`src/rtl/multiplier_pkg.sv`:
```
// -----------------------------------------------------------------------------
// multiplier_pkg
// Shared definitions for the sequential shift-and-add multiplier and its
// arithmetic helpers: operand/product widths, FSM state encoding, sign
// constants and a 64-bit two's complement negate helper.
// -----------------------------------------------------------------------------
package multiplier_pkg;

    localparam int unsigned WIDTH      = 32;
    localparam int unsigned PROD_WIDTH = 64;
    localparam int unsigned CNT_WIDTH  = 6;

    // Counter value seen on the final iteration of a full-length run.
    localparam logic [CNT_WIDTH-1:0] LAST_ITER = 6'd31;

    localparam logic SIGN_POSITIVE = 1'b0;
    localparam logic SIGN_NEGATIVE = 1'b1;

    typedef enum logic [1:0] {
        IDLE   = 2'd0,
        RUN    = 2'd1,
        FINISH = 2'd2
    } state_e;

    // Two's complement negate of a full-width product.
    function automatic logic [PROD_WIDTH-1:0] neg64(input logic [PROD_WIDTH-1:0] x);
        return ~x + 64'd1;
    endfunction

endpackage

```
`src/rtl/abs32.sv`:
```
// -----------------------------------------------------------------------------
// abs32
// Combinational magnitude of a 32-bit two's complement value, returned as an
// unsigned 32-bit number. 0x80000000 maps to unsigned 0x80000000 (no
// saturation, no overflow indication).
//
// Ports:
//   value_i  in  32  signed input value
//   mag_o    out 32  unsigned magnitude
// -----------------------------------------------------------------------------
module abs32
    import multiplier_pkg::*;
(
    input  logic [WIDTH-1:0] value_i,
    output logic [WIDTH-1:0] mag_o
);

    assign mag_o = value_i[WIDTH-1] ? (~value_i + 32'd1) : value_i;

endmodule

```
`src/rtl/multiplier.sv`:
```
// -----------------------------------------------------------------------------
// multiplier
// Sequential signed 32x32 -> 64 multiplier. Operand magnitudes are multiplied
// with a radix-2 shift-and-add loop; the sign is reapplied at the end.
//
// Ports:
//   clock        in   1   sole clock, rising edge
//   reset        in   1   asynchronous active-high reset
//   start        in   1   request, sampled only while idle
//   a            in  32   signed multiplicand
//   b            in  32   signed multiplier
//   result       out 32   low word of the signed product
//   result_high  out 32   high word of the signed product
//   busy         out  1   high from the accept edge until the final edge
//   done         out  1   one-cycle pulse, product valid
//
// Build option:
//   MULTIPLIER_EARLY_EXIT_EN  when defined, the loop stops as soon as the
//   multiplier register is empty (|b|=0 goes straight to FINISH); otherwise
//   the loop always runs 32 iterations. The product is the same either way.
// -----------------------------------------------------------------------------
module multiplier
    import multiplier_pkg::*;
(
    input  logic             clock,
    input  logic             reset,
    input  logic             start,
    input  logic [WIDTH-1:0] a,
    input  logic [WIDTH-1:0] b,
    output logic [WIDTH-1:0] result,
    output logic [WIDTH-1:0] result_high,
    output logic             busy,
    output logic             done
);

    state_e                  state_q,  state_d;
    logic [PROD_WIDTH-1:0]   mcand_q,  mcand_d;
    logic [WIDTH-1:0]        mplier_q, mplier_d;
    logic [PROD_WIDTH-1:0]   acc_q,    acc_d;
    logic [CNT_WIDTH-1:0]    cnt_q,    cnt_d;
    logic                    sign_q,   sign_d;
    logic [PROD_WIDTH-1:0]   prod_q,   prod_d;
    logic                    busy_q,   busy_d;
    logic                    done_q,   done_d;

    logic [WIDTH-1:0]        a_mag_s;
    logic [WIDTH-1:0]        b_mag_s;

    abs32 u_abs_a (
        .value_i (a),
        .mag_o   (a_mag_s)
    );

    abs32 u_abs_b (
        .value_i (b),
        .mag_o   (b_mag_s)
    );

    // Next-state and datapath updates for the IDLE/RUN/FINISH sequencer.
    always_comb begin
        state_d  = state_q;
        mcand_d  = mcand_q;
        mplier_d = mplier_q;
        acc_d    = acc_q;
        cnt_d    = cnt_q;
        sign_d   = sign_q;
        prod_d   = prod_q;
        busy_d   = busy_q;
        done_d   = 1'b0;

        case (state_q)
            IDLE: begin
                if (start) begin
                    mcand_d  = {32'd0, a_mag_s};
                    mplier_d = b_mag_s;
                    sign_d   = a[WIDTH-1] ^ b[WIDTH-1];
                    acc_d    = 64'd0;
                    cnt_d    = 6'd0;
                    busy_d   = 1'b1;
`ifdef MULTIPLIER_EARLY_EXIT_EN
                    // Nothing to accumulate: skip the loop entirely.
                    if (b_mag_s == 32'd0) begin
                        state_d = FINISH;
                    end else begin
                        state_d = RUN;
                    end
`else
                    state_d  = RUN;
`endif
                end else begin
                    state_d = IDLE;
                end
            end

            RUN: begin
                if (mplier_q[0]) begin
                    acc_d = acc_q + mcand_q;
                end else begin
                    acc_d = acc_q;
                end
                mcand_d  = mcand_q << 1;
                mplier_d = mplier_q >> 1;
                cnt_d    = cnt_q + 6'd1;
`ifdef MULTIPLIER_EARLY_EXIT_EN
                // Leave once the shifted-out multiplier has no set bits left.
                if (mplier_q[WIDTH-1:1] == 31'd0) begin
                    state_d = FINISH;
                end else begin
                    state_d = RUN;
                end
`else
                if (cnt_q == LAST_ITER) begin
                    state_d = FINISH;
                end else begin
                    state_d = RUN;
                end
`endif
            end

            FINISH: begin
                if (sign_q == SIGN_NEGATIVE) begin
                    prod_d = neg64(acc_q);
                end else begin
                    prod_d = acc_q;
                end
                busy_d  = 1'b0;
                done_d  = 1'b1;
                state_d = IDLE;
            end

            default: begin
                state_d = IDLE;
                busy_d  = 1'b0;
            end
        endcase
    end

    // State and datapath registers, cleared asynchronously by reset.
    always_ff @(posedge clock or posedge reset) begin
        if (reset) begin
            state_q  <= IDLE;
            mcand_q  <= 64'd0;
            mplier_q <= 32'd0;
            acc_q    <= 64'd0;
            cnt_q    <= 6'd0;
            sign_q   <= SIGN_POSITIVE;
            prod_q   <= 64'd0;
            busy_q   <= 1'b0;
            done_q   <= 1'b0;
        end else begin
            state_q  <= state_d;
            mcand_q  <= mcand_d;
            mplier_q <= mplier_d;
            acc_q    <= acc_d;
            cnt_q    <= cnt_d;
            sign_q   <= sign_d;
            prod_q   <= prod_d;
            busy_q   <= busy_d;
            done_q   <= done_d;
        end
    end

    assign result      = prod_q[WIDTH-1:0];
    assign result_high = prod_q[PROD_WIDTH-1:WIDTH];
    assign busy        = busy_q;
    assign done        = done_q;

endmodule

```
`config.mk`:
```
export PLATFORM = sky130hd
export DESIGN_NAME = multiplier
export DESIGN_NICKNAME = d
export VERILOG_FILES = /design/src/rtl/multiplier_pkg.sv /design/src/rtl/abs32.sv /design/src/rtl/multiplier.sv
export SDC_FILE = /design/constraint.sdc
export NUM_CORES = 1
export LEC_CHECK = 0
export CORE_MARGIN = 3
export CORE_UTILIZATION = 30
export DETAILED_ROUTE_END_ITERATION = 16
export GPL_TIMING_DRIVEN = 1
export SLEW_MARGIN = 0
export SYNTH_ARGS = -nofsm -noshare
export SYNTH_HDL_FRONTEND = slang
export SYNTH_SLANG_ARGS = --single-unit
export TNS_END_PERCENT = 30
```
`constraint.sdc`:
```
create_clock -name clock -period 9.9 [get_ports clock]
set_input_delay 2.475 -clock clock [delete_from_list [all_inputs] [get_ports clock]]
set_output_delay 2.475 -clock clock [all_outputs]
set_load 0.05 [all_outputs]
```
==> results.cfg <==
[status]
status = complete, no violations

[worst_setup_path]
critPathKind = in2reg
end_kind = register
path_cells = clkdlybuf4s50_1 > or4_1 > or3_1 > or4b_2 > nor2_1 > nand2_1 > o31ai_1 > xor2_1 > nor2_1 > a21oi_1 > o21ai_0
timing.rr.start = acc_q[2]$_DFFE_PP0P_
worstPathRequired_ps = 10310
crit_top_cell = nor2_1
cp_slowest_stage_delay_ps = 720
rr_worst_depth = 10
r2r_setup_slack_ps = 5540
crit_slowest_cell = or4b_2
crit_arrival_ps = 5640
cp_max_fo = 5
worstSetupStartpointType = input port
r2r_end = prod_q[63]$_DFFE_PP0P_

[power_and_ir_drop]
power_mw = 5.52
ir_drop_mv = 0.131
clock_power_share = 0.200
p_int_mw = 3.02
p_switching_mw = 2.50
p_per_area_nw_per_um2 = 307
leakage_nw = 7.77
switching_share = 0.452
comb_power_share = 0.495
seqPwrFrac = 0.305

[cts]
cts_htree_levels = 1
root_buffer = clkbuf_16
cts.path.max_buffers = 3
clk_pin_slew_ps = 60
cts_hold_buf = 0
postCtsSetupRepairBufs = 0
cts_sinks = 235
numCtsBuffers = 30
ctsResizeCount = 0
cts_tree = done
clk_latency_ps = 570

[logic_synthesis]
synth_warnings = 0
synth_area_leader_cell = dfrtp_1
syn_avg_cell_area_sq_um = 8.44
synth_common_cells = nand2_1, o21ai_0, dfrtp_1
synthCells = 1781
synth.most_common_cell = nand2_1
synthArstFlopShare = 1.00
synth-xor-area-share = 0.104
synth_top_area_share = 0.391
synth_area_sq_um = 15000
ys_types = 66
synth-simple-area-share = 0.166
yosysSeqAreaShare = 0.391
synth_ff_type = dfrtp_1
synth_edf_count = 0
muxShareOfSynthArea = 0.00599
yosys_register_bits = 235
synth_fp_nets = 1916
synth-adder-area-share = 0.0571
synth_top_family_by_area = compound AO/OA/AOI/OAI gates
synth_area_leaders = dfrtp_1, o21ai_0, xor2_1
synth_compound_area_frac = 0.243

[global_route]
grt_usage = 0.153
first_global_vias = 12600
grt_remaining_overflow = 0
grt_pass1_wl_mm = 67.7
antenna_found_initial = 0
grt_max_degree = 127

[route]
postRouteAntennaNets = 0
route.met2.wl_mm = 18.5
wl_per_cell_um = 16.1
drt_iter0_drc = 709
top_layer = met4
via_per_inst = 5.08
wl_met3_mm = 2.00
wl_mm = 41.1
drc = 0
first_pass_iters = 6
met1_length_mm = 20.0
num_vias = 12900

[worst_hold_path]
holdPathStages = 2
holdPathEnd = prod_q[19]$_DFFE_PP0P_
hold_start = prod_q[19]$_DFFE_PP0P_
hold_class = reg2reg

[timing]
final.period_utilization = 0.529
setup_viol = 0
drv_slew = 0
tightest_slew_ps = 1160
finalSetupTns_ps = 0
slew_headroom = 0.225
final_hold_viol_count = 0
fmax_mhz = 191
fin_worst_skew_ps = 20.2
rsz0062_at_grt = no
period_minus_slack_ps = 5230

[placed_design]
gp_congestion = 0.875
dp_hpwl_mm = 29.9
io_buffers = 132

[finish]
antenna_cells = 0
nets = 1992
final_util = 0.365
drive_gt1_frac = 0.0425
area_growth_pct = 19.4

[floorplan]
die-width_um = 230
die_area_sq_um = 52900
ioPinCount = 133
row_count = 81
design.core.area_sq_um = 49300
initial_core_util = 0.305
dieHeight_um = 230

[flow_run]
cap_violations = 0
## state kept, by name, indices dropped and copies added (netlist names)
register	cells
acc_q	64
busy	1
cnt_q	6
done	1
mcand_q	64
mplier_q	32
prod_q	64
sign_q	1
state_q	2
## logic make-up (layout without fill, tap and decap cells)
group	after synthesis	in the layout
adder cells (fa/ha/maj)	68	68
multiplexers	9	9
XOR/XNOR	179	179
AO/OA/AOI/OAI	607	607
flip-flops	235	235
buffers and inverters	128	228
AND/OR/NAND/NOR	555	555
## area by class of cell
| type | count | area [sq um] |
|---|---|---|
| clock inverters | 8 | 77.6 |
| multi-input cells | 1418 | 8700 |
| clock buffers | 48 | 940 |
| repair buffers | 141 | 1400 |
| flip-flops and latches | 235 | 5880 |
| fillers | 5089 | 31300 |
| inverters | 31 | 124 |
| well taps | 664 | 831 |
## per-stage QoR
step / setup WS, ps / hold WS, ps / cells / area (sq um)
final: 4670 / 475 / 2545 / 18000
after global routing: 4540 / 493 / 2545 / 18000
after CTS: 4690 / 483 / 2545 / 18000
after detailed placement: 4110 / 470 / 2489 / 16900
after global placement: 4130 / 461 / 2489 / 16900
after floorplan: 979 / 450 / 1781 / 15000
## worst max-delay path by stage
| stage | from | end | slack, ps | depth (start not counted) |
|---|---|---|---|---|
| floorplan | reset | acc_q[0]$_DFFE_PP0P_ | 980 | 1 |
| global placement | a[7] | mcand_q[29]$_DFFE_PP0P_ | 4130 | 11 |
| detailed placement | a[7] | mcand_q[29]$_DFFE_PP0P_ | 4110 | 11 |
| CTS | a[7] | mcand_q[29]$_DFFE_PP0P_ | 4690 | 11 |
| global route | b[4] | mplier_q[29]$_DFFE_PP0P_ | 4540 | 10 |
| finish | a[7] | mcand_q[29]$_DFFE_PP0P_ | 4670 | 11 |
## layer usage
| layer | vias to the layer above | track usage |
|---|---|---|
| met5 | - | 0 |
| met4 | 0 | 0.0302 |
| met3 | 49 | 0.0209 |
| met2 | 287 | 0.247 |
| met1 | 6088 | 0.221 |
| li1 | 6503 | - |
## power groups by stage
stage	combinational, mW	clock, mW	sequential [mW]
floorplan	1.95	0	1.69
global placement	2.70	0	1.68
detailed placement	2.74	0	1.70
CTS	2.75	1.14	1.68
global route	3.08	1.18	1.73
finish	2.73	1.10	1.68
## worst max-delay path: cells and delay by family
kind	cells	cell delay, ps
AND/OR/NAND/NOR	6	2010
XOR/XNOR	1	180
AO/OA/AOI/OAI	3	490
buffers and inverters	1	480
## layout by cell type (no fill, tap or decap), types with 31 or more instances in the layout
cell type        instances
a21o_1                  42
a21oi_1                137
ha_1                    67
dfrtp_1                234
o31ai_1                 37
xnor2_1                 47
xor2_1                 132
clkdlybuf4s50_1        132
nor2_1                 114
o21ai_0                258
a22o_1                  40
nand2_1                283
clkbuf_16               31
(Power assumes the default switching activity.)
